<file path="src/rtl/cp0_exception_ctrl_if.sv">
// cp0_exception_ctrl_if: datapath, CP0 register-file and fetch-redirect signals of the exception controller
interface cp0_exception_ctrl_if;
  logic [5:0]  hwInt;
  logic [31:0] pc;
  logic        eret;
  logic [4:0]  dpRegNum;
  logic [31:0] dpDin;
  logic [1:0]  dpWEn;
  logic [31:0] cp0Dout;
  logic [4:0]  cp0RegNum;
  logic [31:0] cp0Din;
  logic [1:0]  cp0WEn;
  logic        stall;
  logic        redirect;
  logic [31:0] redirectPC;
  modport master (
    output hwInt, pc, eret, dpRegNum, dpDin, dpWEn, cp0Dout,
    input  cp0RegNum, cp0Din, cp0WEn, stall, redirect, redirectPC
  );
  modport slave (
    input  hwInt, pc, eret, dpRegNum, dpDin, dpWEn, cp0Dout,
    output cp0RegNum, cp0Din, cp0WEn, stall, redirect, redirectPC
  );
endinterface

</file>
<file path="src/rtl/cp0_exception_ctrl.sv">
// cp0_exception_ctrl: sequences interrupt entry (EPC/Cause/Status writes) and ERET return over the CP0 port
module cp0_exception_ctrl #(
  parameter logic [31:0] HANDLER_PC = 32'h0000_4180
) (
  input logic                 clk,
  input logic                 rst,
  cp0_exception_ctrl_if.slave bus
);
  typedef enum logic [2:0] {IDLE, W_EPC, W_CAUSE, W_STATUS, E_RD, E_WR, REDIR} state_e;
  state_e      state_q, state_d;
  logic [31:0] shadow_q, epc_q, target_q, rpc_q;
  logic [5:0]  int_q, pend;
  logic        take;
  logic [4:0]  reg_num;
  logic [31:0] din;
  logic [1:0]  wen;
  logic        stall, redirect;
  assign pend = bus.hwInt & shadow_q[15:10];
  assign take = (|pend) & shadow_q[0] & ~shadow_q[1];
  always_comb begin
    state_d  = state_q;
    reg_num  = bus.dpRegNum;
    din      = bus.dpDin;
    wen      = bus.dpWEn;
    stall    = 1'b0;
    redirect = 1'b0;
    case (state_q)
      IDLE: if (take || bus.eret) begin
        stall   = 1'b1;
        wen     = 2'b00;
        state_d = take ? W_EPC : E_RD;
      end
      W_EPC: begin
        reg_num = 5'd14;
        din     = epc_q;
        wen     = 2'b01;
        stall   = 1'b1;
        state_d = W_CAUSE;
      end
      W_CAUSE: begin
        reg_num = 5'd13;
        din     = {16'b0, int_q, 10'b0};
        wen     = 2'b01;
        stall   = 1'b1;
        state_d = W_STATUS;
      end
      W_STATUS: begin
        reg_num = 5'd12;
        din     = shadow_q | 32'h2;
        wen     = 2'b01;
        stall   = 1'b1;
        state_d = REDIR;
      end
      E_RD: begin
        reg_num = 5'd14;
        wen     = 2'b00;
        stall   = 1'b1;
        state_d = E_WR;
      end
      E_WR: begin
        reg_num = 5'd12;
        din     = shadow_q & ~32'h2;
        wen     = 2'b01;
        stall   = 1'b1;
        state_d = REDIR;
      end
      REDIR: begin
        wen      = 2'b00;
        redirect = 1'b1;
        state_d  = IDLE;
      end
      default: state_d = IDLE;
    endcase
    // reset abandons any in-flight sequence immediately, including this cycle's CP0 write
    if (rst) begin
      reg_num  = bus.dpRegNum;
      din      = bus.dpDin;
      wen      = bus.dpWEn;
      stall    = 1'b0;
      redirect = 1'b0;
    end
  end
  assign bus.cp0RegNum  = reg_num;
  assign bus.cp0Din     = din;
  assign bus.cp0WEn     = wen;
  assign bus.stall      = stall;
  assign bus.redirect   = redirect;
  assign bus.redirectPC = state_q == REDIR ? target_q : rpc_q;
  always_ff @(posedge clk) begin
    if (rst) begin
      state_q  <= IDLE;
      shadow_q <= 32'h3000_0000;
      epc_q    <= '0;
      int_q    <= '0;
      target_q <= '0;
      rpc_q    <= '0;
    end else begin
      state_q <= state_d;
      if (state_q == IDLE && take) begin
        epc_q <= bus.pc;
        int_q <= pend;
      end
      if (state_q == W_STATUS) target_q <= HANDLER_PC;
      if (state_q == E_RD) target_q <= bus.cp0Dout;
      if (state_q == REDIR) rpc_q <= target_q;
      if (wen != 2'b00 && reg_num == 5'd12) shadow_q <= din;
    end
  end
endmodule

</file>
<file path="src/flat_wrapper.sv">
// flat-port wrapper written by rule: the top's interface ports become plain ports
module cp0_exception_ctrl_flat 
#(
  parameter logic [31:0] HANDLER_PC = 32'h0000_4180
)
  (clk, rst, bus_hwInt, bus_pc, bus_eret, bus_dpRegNum, bus_dpDin, bus_dpWEn, bus_cp0Dout, bus_cp0RegNum, bus_cp0Din, bus_cp0WEn, bus_stall, bus_redirect, bus_redirectPC);
  cp0_exception_ctrl_if bus_i ();
  input logic clk;
  input logic rst;
  input wire logic [$bits(bus_i.hwInt)-1:0] bus_hwInt;
  input wire logic [$bits(bus_i.pc)-1:0] bus_pc;
  input wire logic [$bits(bus_i.eret)-1:0] bus_eret;
  input wire logic [$bits(bus_i.dpRegNum)-1:0] bus_dpRegNum;
  input wire logic [$bits(bus_i.dpDin)-1:0] bus_dpDin;
  input wire logic [$bits(bus_i.dpWEn)-1:0] bus_dpWEn;
  input wire logic [$bits(bus_i.cp0Dout)-1:0] bus_cp0Dout;
  output wire logic [$bits(bus_i.cp0RegNum)-1:0] bus_cp0RegNum;
  output wire logic [$bits(bus_i.cp0Din)-1:0] bus_cp0Din;
  output wire logic [$bits(bus_i.cp0WEn)-1:0] bus_cp0WEn;
  output wire logic [$bits(bus_i.stall)-1:0] bus_stall;
  output wire logic [$bits(bus_i.redirect)-1:0] bus_redirect;
  output wire logic [$bits(bus_i.redirectPC)-1:0] bus_redirectPC;
  assign bus_i.hwInt = bus_hwInt;
  assign bus_i.pc = bus_pc;
  assign bus_i.eret = bus_eret;
  assign bus_i.dpRegNum = bus_dpRegNum;
  assign bus_i.dpDin = bus_dpDin;
  assign bus_i.dpWEn = bus_dpWEn;
  assign bus_i.cp0Dout = bus_cp0Dout;
  assign bus_cp0RegNum = bus_i.cp0RegNum;
  assign bus_cp0Din = bus_i.cp0Din;
  assign bus_cp0WEn = bus_i.cp0WEn;
  assign bus_stall = bus_i.stall;
  assign bus_redirect = bus_i.redirect;
  assign bus_redirectPC = bus_i.redirectPC;
  cp0_exception_ctrl #(.HANDLER_PC(HANDLER_PC)) u_core (.clk(clk), .rst(rst), .bus(bus_i));
endmodule
</file>
<file path="config.mk">
export PLATFORM = sky130hd
export DESIGN_NAME = cp0_exception_ctrl_flat
export DESIGN_NICKNAME = d
export VERILOG_FILES = /design/src/rtl/cp0_exception_ctrl_if.sv /design/src/rtl/cp0_exception_ctrl.sv /design/src/flat_wrapper.sv
export SDC_FILE = /design/constraint.sdc
export NUM_CORES = 1
export LEC_CHECK = 0
export CAP_MARGIN = 30
export CORE_ASPECT_RATIO = 0.6
export CORE_MARGIN = 2
export CORE_UTILIZATION = 53
export CTS_BUF_LIST = sky130_fd_sc_hd__clkbuf_8
export CTS_CLUSTER_DIAMETER = 30
export DETAILED_ROUTE_END_ITERATION = 8
export GPL_TIMING_DRIVEN = 0
export PLACE_DENSITY = 0.93
export REMOVE_ABC_BUFFERS = 1
export SYNTH_ARGS = -nofsm -noshare
export SYNTH_HDL_FRONTEND = slang
export SYNTH_SLANG_ARGS = --single-unit
</file>
<file path="constraint.sdc">
create_clock -name clk -period 4.7 [get_ports clk]
set_input_delay 1.175 -clock clk [delete_from_list [all_inputs] [get_ports clk]]
set_output_delay 1.175 -clock clk [all_outputs]
set_load 0.05 [all_outputs]
</file>
==> results.yml <==
outcome:
  status: "completed"
sta:
  post-route-period-util_pct: 98.0
  clock-skew-final_ps: 16.6
  finalSetupViolCount: 0
  rsz0062_at_grt: "no"
  fin_crit_ps: 4610
  drv_slew: 0
  tightest_slew_ps: 957
  timing.slew.headroom_pct: 36.0
  max_freq_mhz: 217
  hold_violations: 0
pwr:
  power_density_nw_per_um2: 376
  seqPwrFrac_pct: 39.8
  switchingPower_mw: 1.17
  peakVddDrop_mv: 0.272
  swShare_pct: 36.4
  power.internal_mw: 2.04
  p_total_mw: 3.21
  clkPwrFrac_pct: 31.2
  p_leak_nw: 3.10
  p_comb_share_pct: 28.9
synth:
  synth_edf_count: 0
  synth_adder_area_share_pct: 0
  postSynthCellCount: 720
  synth_seq_area_share_pct: 44.5
  synth.most_common_cell: "dfxtp_1"
  syn_area_per_cell_um2: 8.56
  synth_cell_type_count: 53
  synthArstFlopShare_pct: 0
  synth_mux_area_share_pct: 5.30
  yosys_warnings: 0
  synth_simple_gate_area_share_pct: 18.1
  synth_common_cells: "dfxtp_1, nand2_1, nor2_1"
  ys_top_cells_by_area: "dfxtp_1, a21oi_1, nand2_1"
  synth_top_area_share_pct: 44.5
  dominantRegCellSynth: "dfxtp_1"
  synth_top_family_by_area: "compound AO/OA/AOI/OAI gates"
  yosys.area_share.xor_xnor_pct: 0.142
  synth-compound-area-share_pct: 26.4
  ys_ff_latch: 137
  netlist_area_um2: 6160
  yosysTopAreaCell: "dfxtp_1"
floorplanning:
  die_x_um: 143
  pin_count: 185
  core_um2: 11300
  die_h_um: 87.5
  die-area_um2: 12500
  start_util_pct: 54.5
  num_rows: 30
worst_setup_path:
  worstPathRequired_ps: 3520
  r2r_end: "u_core.shadow_q[12]"
  crit_cells: 6
  path_cells: "buf_6 -> a21o_2 -> nand2b_1 -> inv_2 -> a2bb2oi_1 -> clkdlybuf4s50_1"
  crit_end: "bus_cp0Din[10]"
  crit_path_end_kind: "output pin"
  crit_start: "rst"
  path_max_fanout: 62
  r2r-start: "u_core.state_q[0]"
  crit_family: "buffers and inverters"
  slowest_delay_ps: 870
  reg2reg_slack_ps: 1290
  rr_worst_depth: 6
  cp-start-kind: "input port"
  crit_buf_inv: 3
  crit_path_top_delay_cell: "clkdlybuf4s50_1"
  crit_type: "input port to output pin"
  arrival_ps: 3430
clock_tree:
  clk_pin_slew_worst_paths_ps: 80
  cts.sink_count: 137
  clockBufferDepth: 2
  insertion_delay_ps: 440
  cts_tree: "yes"
  htree_levels: 4
  hold_buffers: 0
  numCtsBuffers: 17
  clockRootBuffer: "clkbuf_8"
drt:
  wl_mm: 17.9
  ant_nets: 0
  vias_per_cell: 5.83
  drc: 0
  vias: 6054
  drt-wirelength-per-cell_um: 17.2
  drt_first_iter_violations: 522
  first_pass_iters: 5
global_route:
  grt_pass1_vias: 5615
  grt_usage_pct: 28.3
  grt_start_max_net_pins: 99
  antenna_found_initial: 0
  grt_pass1_wl_mm: 27.9
  overflow: 0
final_layout:
  drive_above_1_share_pct: 8.42
  stdcell_area_um2: 8530
  final_nets: 978
  n_antenna_cell: 0
  final_cells: 1039
  fillCellCount: 796
  area_growth_pct: 38.6
placed_design:
  dp_cells: 1007
  routabilityCongestion: 0.769
  dp_hpwl_mm: 11.8
  placed_area_um2: 8170
  io_buffers: 184
flow_run:
  max-cap-violations: 0
hold_path:
  hold_path.class: "register to register"
-- power by group through the flow --
stage                     sequential (mW)  combinational, mW  clock (mW)
after global placement               1.30              0.874           0
final                                1.28              0.929        1.00
after global routing                 1.29              0.985        1.07
after floorplan                      1.28              0.544           0
after detailed placement             1.30              0.946           0
after CTS                            1.28              0.926        1.02
-- worst reg2reg max path, cell delays in order, from the launching register on --
cell and delay [ps]:
dfxtp_4 720, or3b_1 420, o311ai_1 110, nand4_1 800, or2_1 770, buf_16 270
a31o_1 230
-- state kept, by name, indices dropped and copies added, names as in the netlist --
name	flops
u_core.epc_q	32
u_core.rpc_q	32
u_core.shadow_q	32
u_core.target_q	32
u_core.int_q	6
u_core.state_q	3
-- cell usage in the layout (no fill, tap or decap), types with 7 or more instances in the layout --
master and count:
clkdlybuf4s50_1 157, nor2_1 73, dlygate4sd2_1 15, a22oi_1 32, a21oi_1 63, o21ai_0 17
o211ai_1 13, nand3_1 12, nand2b_1 7, o21ai_1 27, clkbuf_2 8, nor2b_1 43
nand2_1 76, clkbuf_8 17, mux2_1 23, inv_1 8, a32oi_1 25, dfxtp_1 134
a211o_1 24
-- repair_timing --
item | CTS | global route
buffers inserted | 0 | 0
gates resized for setup | 25 | 22
setup endpoints to repair | 55 | 62
-- through the flow --
stage | hold slack, ps | util (%) | setup slack, ps | setup TNS (ps)
global route | 476 | 75.5 | 8.38 | 0
CTS | 457 | 75.7 | 25.4 | 0
detailed placement | 443 | 72.3 | -229 | -4090
finish | 456 | 75.5 | 94.3 | 0
floorplan | 425 | - | 282 | 0
global placement | 439 | 69.9 | -4580 | -458390
-- layout make-up --
class | instances | area, um2 | share of cell area (%)
clock buffer | 17 | 234 | 2.74
clock inverter | 15 | 176 | 2.07
multi-input combinational | 504 | 3110 | 36.4
tap | 160 | 200 | 2.35
sequential | 137 | 2750 | 32.2
inverter | 10 | 37.5 | 0.440
timing repair buffer | 196 | 2030 | 23.8
-- metal layers --
| metal | track usage, % | routed length (um) | share of wire [%] |
|---|---|---|---|
| met5 | 0 | 0 | 0 |
| met2 | 44.9 | 8140 | 46 |
| met4 | 9.72 | 169 | 0.95 |
| met1 | 38.0 | 7790 | 44 |
| met3 | 7.37 | 1780 | 9.9 |
-- kinds of logic (layout without fill, tap and decap cells) --
family / count (synthesis) / in the layout
AOI/OAI and AO/OA: 237 / 237
xor gates and xnor gates: 1 / 1
buffers and inverters: 79 / 238
DFF: 137 / 137
muxes: 29 / 29
and+or+nand+nor: 237 / 237
-- how the worst min path moves through the flow --
stage / from / endpoint / slack, ps / cells past startpoint
2_1_floorplan: u_core.int_q[0] / u_core.int_q[0] / 430 / 2
3_3_place_gp: u_core.int_q[0] / u_core.int_q[0] / 440 / 2
3_5_place_dp: u_core.int_q[0] / u_core.int_q[0] / 440 / 2
4_1_cts: u_core.int_q[0] / u_core.int_q[0] / 460 / 2
5_1_grt: u_core.int_q[0] / u_core.int_q[0] / 480 / 2
6_report: u_core.int_q[0] / u_core.int_q[0] / 460 / 2
Power figures use the tool's default switching activity.
